### config.mk
export PLATFORM = sky130hd
export DESIGN_NAME = rf_sequencer
export DESIGN_NICKNAME = d
export VERILOG_FILES = /design/src/rtl/rf_sequencer_pkg.sv /design/src/rtl/rf_decode.sv /design/src/rtl/rf_sequencer.sv
export SDC_FILE = /design/constraint.sdc
export NUM_CORES = 1
export LEC_CHECK = 0
export CAP_MARGIN = 20
export CORE_MARGIN = 4
export CORE_UTILIZATION = 45
export DETAILED_ROUTE_END_ITERATION = 7
export PLACE_DENSITY_LB_ADDON = 0.15
export SYNTH_ARGS = -nofsm -noshare
export SYNTH_HDL_FRONTEND = slang
export SYNTH_SLANG_ARGS = --single-unit
### constraint.sdc
create_clock -name clk -period 4.5 [get_ports clk]
set_input_delay 0.9 -clock clk [delete_from_list [all_inputs] [get_ports clk]]
set_output_delay 0.9 -clock clk [all_outputs]
set_load 0.05 [all_outputs]
### src/rtl/rf_sequencer_pkg.sv
// Shared types for the register-file micro-sequencer: FSM states, opcode classes, instruction width.
// Latency: n/a (types and constants only).
// Backpressure: n/a.
package rf_sequencer_pkg;

  localparam int INSTR_W = 9;

  typedef enum logic [1:0] {
    ST_IDLE  = 2'b00,
    ST_FETCH = 2'b01,
    ST_EXEC  = 2'b10,
    ST_HALT  = 2'b11
  } state_t;

  // Major opcode, instruction bits [8:7]
  typedef enum logic [1:0] {
    OP_MOV = 2'b00,  // r[raddr] <= r0
    OP_ALU = 2'b01,  // r0 <= ALU(alu_op, r[raddr])
    OP_LUT = 2'b10,  // r0 <= LUT[lut_idx]
    OP_CTL = 2'b11   // control class, sub-op in [6:5]
  } opcode_t;

  // Control sub-op, instruction bits [6:5]
  typedef enum logic [1:0] {
    CTL_HALT  = 2'b00,
    CTL_BZ    = 2'b01,
    CTL_NOP   = 2'b10,
    CTL_UNDEF = 2'b11
  } ctl_t;

endpackage

### src/rtl/rf_decode.sv
// Combinational decode of the instruction register into opcode class, control sub-op and operand fields.
// Latency: 0 cycles (pure combinational).
// Backpressure: none.
// Ports: ir (latched instruction) -> is_mov/is_alu/is_lut/is_ctl, ctl, raddr, alu_op, lut_idx.
module rf_decode
  import rf_sequencer_pkg::*;
#(
  parameter int D  = 4,
  parameter int LW = 5
) (
  input  logic [INSTR_W-1:0] ir,
  output logic               is_mov,
  output logic               is_alu,
  output logic               is_lut,
  output logic               is_ctl,
  output ctl_t               ctl,
  output logic [D-1:0]       raddr,
  output logic [2:0]         alu_op,
  output logic [LW-1:0]      lut_idx
);

  opcode_t op;

  assign op      = opcode_t'(ir[8:7]);
  assign ctl     = ctl_t'(ir[6:5]);

  assign is_mov  = (op == OP_MOV);
  assign is_alu  = (op == OP_ALU);
  assign is_lut  = (op == OP_LUT);
  assign is_ctl  = (op == OP_CTL);

  // Fields are extracted unconditionally; only the strobes qualify their use.
  assign raddr   = D'(ir[3:0]);
  assign alu_op  = ir[6:4];
  assign lut_idx = LW'(ir[4:0]);

endmodule

### src/rtl/rf_sequencer.sv
// Two-cycle-per-instruction micro-sequencer driving a register file, ALU and LUT from a 9-bit ROM.
// Latency: CPI = 2 (FETCH then EXEC); first strobe two cycles after start is sampled.
// Backpressure: none; start is ignored while a program is running.
// Ports: clk/reset (sync, active-high), start, instr (ROM word for pc), zero (r0==0), lut_target
//        -> pc, raddr, alu_op, lut_idx, reg_write/alu_src/lut_src strobes, busy, done, illegal.
module rf_sequencer
  import rf_sequencer_pkg::*;
#(
  parameter int PC_W = 8,
  parameter int D    = 4,
  parameter int LW   = 5
) (
  input  logic               clk,
  input  logic               reset,
  input  logic               start,
  input  logic [INSTR_W-1:0] instr,
  input  logic               zero,
  input  logic [PC_W-1:0]    lut_target,
  output logic [PC_W-1:0]    pc,
  output logic [D-1:0]       raddr,
  output logic [2:0]         alu_op,
  output logic [LW-1:0]      lut_idx,
  output logic               reg_write,
  output logic               alu_src,
  output logic               lut_src,
  output logic               busy,
  output logic               done,
  output logic               illegal
);

  state_t             state;
  logic [INSTR_W-1:0] ir;
  logic               is_mov;
  logic               is_alu;
  logic               is_lut;
  logic               is_ctl;
  ctl_t               ctl;
  logic               exec_act;
  logic [PC_W-1:0]    pc_inc;

  rf_decode #(
    .D  (D),
    .LW (LW)
  ) u_decode (
    .ir      (ir),
    .is_mov  (is_mov),
    .is_alu  (is_alu),
    .is_lut  (is_lut),
    .is_ctl  (is_ctl),
    .ctl     (ctl),
    .raddr   (raddr),
    .alu_op  (alu_op),
    .lut_idx (lut_idx)
  );

  // Natural modulo-2**PC_W wrap: 255 + 1 -> 0 for the default width.
  assign pc_inc = pc + PC_W'(1);

  // Strobes only in EXEC, and suppressed in the very cycle reset is asserted
  // so a mid-EXEC reset never lets a write escape.
  assign exec_act  = (state == ST_EXEC) && !reset;
  assign reg_write = exec_act && is_mov;
  assign alu_src   = exec_act && is_alu;
  assign lut_src   = exec_act && is_lut;

  always_ff @(posedge clk) begin
    if (reset) begin
      state   <= ST_IDLE;
      pc      <= '0;
      ir      <= '0;
      busy    <= 1'b0;
      done    <= 1'b0;
      illegal <= 1'b0;
    end else begin
      case (state)
        // A start in HALT behaves exactly like a start in IDLE: restart from pc=0.
        ST_IDLE, ST_HALT: begin
          if (start) begin
            state   <= ST_FETCH;
            pc      <= '0;
            busy    <= 1'b1;
            done    <= 1'b0;
            illegal <= 1'b0;
          end
        end

        // ROM word for the current pc is valid this cycle; capture it.
        ST_FETCH: begin
          ir    <= instr;
          state <= ST_EXEC;
        end

        ST_EXEC: begin
          state <= ST_FETCH;
          pc    <= pc_inc;
          if (is_ctl) begin
            case (ctl)
              CTL_HALT: begin
                state <= ST_HALT;
                pc    <= pc;
                busy  <= 1'b0;
                done  <= 1'b1;
              end
              // zero is only looked at here, in the EXEC cycle of the branch.
              CTL_BZ: begin
                if (zero) pc <= lut_target;
              end
              CTL_NOP: begin
              end
              CTL_UNDEF: begin
                illegal <= 1'b1;
              end
              default: begin
              end
            endcase
          end
        end

        default: begin
          state <= ST_IDLE;
          busy  <= 1'b0;
        end
      endcase
    end
  end

endmodule

-- After elaboration in Yosys (flattened, before gate mapping)
Index checks and enable logic that the tools add are counted.
- reduce and logical (&&, ||, !) cells: 13
- mux-type cells: 20
- equal/unequal tests: 13
- $add $sub $neg: 1
- operators by type and width (kind ; count):
    case mux 8 bit (2 select lines) ; 2
    two-way mux 8 bit ; 3
    == test 2 bit (second input constant) ; 5
    adder 8 x 1 -> 8 bit (second input constant) ; 1
    two-way mux 1 bit ; 8
    AND reduction 4 bit ; 2
    == test 2 x 1 -> 1 bit (second input constant) ; 3
    logical NOT 2 bit ; 3
    two-way mux 2 bit ; 3
    case mux 1 bit (2 select lines) ; 3
    case mux 2 bit (3 select lines) ; 1
    logical AND 1 bit ; 4
    inequality test 2 x 1 -> 1 bit (second input constant) ; 2
    inequality test 2 bit (second input constant) ; 2
    inequality test 3 bit (second input constant) ; 1
    AND reduction 3 bit ; 1
    nonzero test 2 bit ; 1
    OR reduction 2 bit ; 1
    logical NOT 1 bit ; 1
- bits of input ports: 21
- bits in registers: 22
- word-level logic and storage cells: 53
- output and inout bits: 26

-- Depth between registers and ports, before layout
- depth in word-level cells: 5
- depth in mapped cells: 7
- gate-level depth less buffers: 6

-- Hierarchy
Synthesis repeated with hierarchy kept, for this count alone.
- cells, all modules: 141
- area total of the unflattened synthesis: 1283.7 um^2
- modules (own cells, without submodules) (module ; area an instance (um^2) ; cells an instance ; instances ; seq. area each (um^2)):
    rf_sequencer ; 1152.4 ; 123 ; 1 ; 440.4
    rf_decode ; 131.4 ; 18 ; 1 ; 0.0

-- Least setup slack after synthesis
OpenSTA, ideal clock, no wires.
- kind: input-to-output
- start: input reset
- end: output alu_src
- path slack: 1.369 ns
- data required time: 3.600 ns
- stages: 2
- arrival time: 2.231 ns
- buffers on the path: 0
- cells stage by stage: nand2b_4 nor3b_1
- word-level cells in the longest chain between the ends: 3
- RTL lines (element ; line ; RTL):
    start: declaration ; rf_sequencer.sv:14 ; input logic reset,
    logical NOT 1 bit ; rf_sequencer.sv:61 ; assign exec_act = (state == ST_EXEC) && !reset;
    logical AND 1 bit ; rf_sequencer.sv:61 ;
    logical AND 1 bit ; rf_sequencer.sv:63 ; assign alu_src = exec_act && is_alu;
    end: declaration ; rf_sequencer.sv:24 ; output logic alu_src,
Every way passes these cells.

-- Worst setup path in the final report
Same ends and word-level chain as after synthesis.

==> metrics <==
status=completed; setup total negative slack=0 ns; Synth Instances=139; worst hold path class=flop to flop; Crit Path Class=input pin to output port; power density over cell area=458 nW/um^2; Overall Global Routing Usage=0.172; CTS Root Cell=clkbuf_4; clk slew on worst S/H paths=0.12 ns; nets@finish=201; post-synthesis cell type count=44; Post-CTS Hold Buffers=0; Vias/cell=5.58; CTS Buf Count=3; max_cap viols=0; Rel. slew slack=0.507; sequential-to-total area share from yosys stat=0.346; Setup Skew=0.00700 ns; Critical path origin=reset; Warnings, synthesis=0; f_max=0.277 GHz; final setup fails=0; initial antenna violation count=0; via count=1149; starting DRC count in detailed routing=42; commonest non-fill, non-tap cell in the layout=clkdlybuf4s50_1; Startpoint Class=input pin; syn_nets=164; hold path start=illegal; # IOs=47; Worst Tran Pin Value=0.740 ns; Non-Filler Instances=206; largest net degree at the start of global routing=16; ANT cells=0; leakage=0.622 nW; PortBufs=46; CORE AREA=2730 um^2; clk_lat worst skew=0.31 ns; Tcrit/Tclk final=0.803; Max VDD drop=0.313 mV; WL per Instance=14.6 um; total gr overflow=0; drt pass-1 iters=4; Setup Buffers After CTS=0; vias in the first global route=1169; routed wire length=3.02 mm; share of cells above drive strength 1=0.0857; total placed cells including tap cells=202; Syn Std Cell Area=1270 um^2; Final Hold Violating Endpoints=0; row count=19; most frequent cells in the layout=clkdlybuf4s50_1, dfxtp_1, mux2i_1; Initial Util=0.465; CTS tree=done; Period minus WS final=3.61 ns; H-tree levels=1; first-pass GRT wire length=4.94 mm; syn avg cell area=9.15 um^2; Layout Area Growth over Synthesis=35.8%; critical path capture point type=output port; remaining antenna violation count after routing=0; post-CTS sizing=0; GP Congestion=0.745; DRC violations left=0; Worst Path Required=3.60 ns; CP max FO=15; RR Startpoint=state[0]; Pins Over Slew Limit=0; RSZ-0062 raised after global routing=no; Die Wd=61.2 um; Synth Register Bits=22; Clock Tree Buf Depth=2; placed wire-length estimate=2.28 mm; Die Y=61.2 um; CP Data Arrival Time=2.71 ns; die area=3740 um^2; CTS Sinks=22
cell usage after synthesis:
master     number  area share
dfxtp_1        22        0.35
mux2i_1        15        0.12
nor2_1         14       0.041
buf_4          12       0.071
nor3_1          6       0.024
a21oi_1         5       0.020
inv_1           5       0.015
nand3_1         5       0.020
ha_1            4       0.039
nand2_1         4       0.012
and3_1          3       0.015
nand2b_1        3       0.015
a32oi_1         2       0.014
buf_2           2      0.0079
nand4_1         2      0.0098
nor2b_1         2      0.0098
nor3b_1         2       0.012
o21ai_0         2      0.0079
o21ai_1         2      0.0079
o22ai_1         2      0.0098
o2bb2ai_1       2       0.014
a2111oi_2       1       0.012
a211o_1         1      0.0069
a211o_2         1      0.0079
a211oi_1        1      0.0059
a21o_2          1      0.0069
a221o_1         1      0.0079
a22o_1          1      0.0069
a22oi_1         1      0.0059
and2_4          1      0.0069
and3b_1         1      0.0069
and4bb_4        1       0.013
clkbuf_1        1      0.0029
mux2_2          1      0.0089
nand2b_4        1       0.011
nand3b_1        1      0.0059
nor2_4          1      0.0089
nor2b_2         1      0.0069
nor4_1          1      0.0049
o2111ai_1       1      0.0069
o211ai_1        1      0.0059
o21a_1          1      0.0059
o2bb2ai_2       1       0.012
or4_1           1      0.0059
state kept, by name, summed over array words and instances, names as in the netlist:
register  cells
busy          1
done          1
illegal       1
ir            9
pc            8
state         2
worst max-delay path, stage by stage:
cell and delay (ns):
clkdlybuf4s50_1 0.39, buf_4 0.19, nand2b_4 0.19, nor3b_1 0.21, clkdlybuf4s50_1 0.83
logic make-up after synthesis:
family	Yosys count	share of synthesized area
and+or+nand+nor	50	0.227
buffers and inverters	20	0.0965
AOI/OAI and AO/OA	27	0.163
muxes	16	0.127
adders and majority gates	4	0.0394
DFF	22	0.346
through the flow:
stage | utilization | total power, mW | instance area (um^2) | setup WS, ns | hold WS (ns)
finish | 0.632 | 0.791 | 1730 | 0.888 | 0.501
global route | 0.632 | 0.837 | 1730 | 0.790 | 0.535
CTS | 0.632 | 0.796 | 1730 | 0.881 | 0.505
detailed placement | 0.612 | 0.643 | 1670 | 0.900 | 0.488
global placement | 0.612 | 0.634 | 1670 | 0.912 | 0.468
floorplan | - | 0.560 | 1270 | 1.37 | 0.485
final timing paths:
check	cells past startpoint	slack, ns	end
setup reg to reg	6	2.47	pc[7]
hold / removal	2	0.50	illegal
setup / recovery	5	0.89	alu_src
hold reg to reg	2	0.50	illegal
report_power, final:
part | switching (mW) | internal, mW
registers | 0.0291 | 0.224
clock network | 0.0621 | 0.0901
logic | 0.233 | 0.152
per-layer routing:
metal,vias to the layer above,part of all wire,GRT usage
li1,567,-,-
met1,537,0.42,0.208
met2,41,0.50,0.298
met3,4,0.068,0.0587
met4,0,0.0070,0.0310
met5,-,0,0
cell type report:
type                       instances  area, um^2
inverter                           5        18.8
timing repair buffer              47         468
clock inverter                     1        30.0
clock buffer                       3        22.5
sequential                        22         440
tap                               31        38.8
multi-input combinational         97         708
fill                             255        1010
No activity file was read; power rests on OpenSTA's default activity.
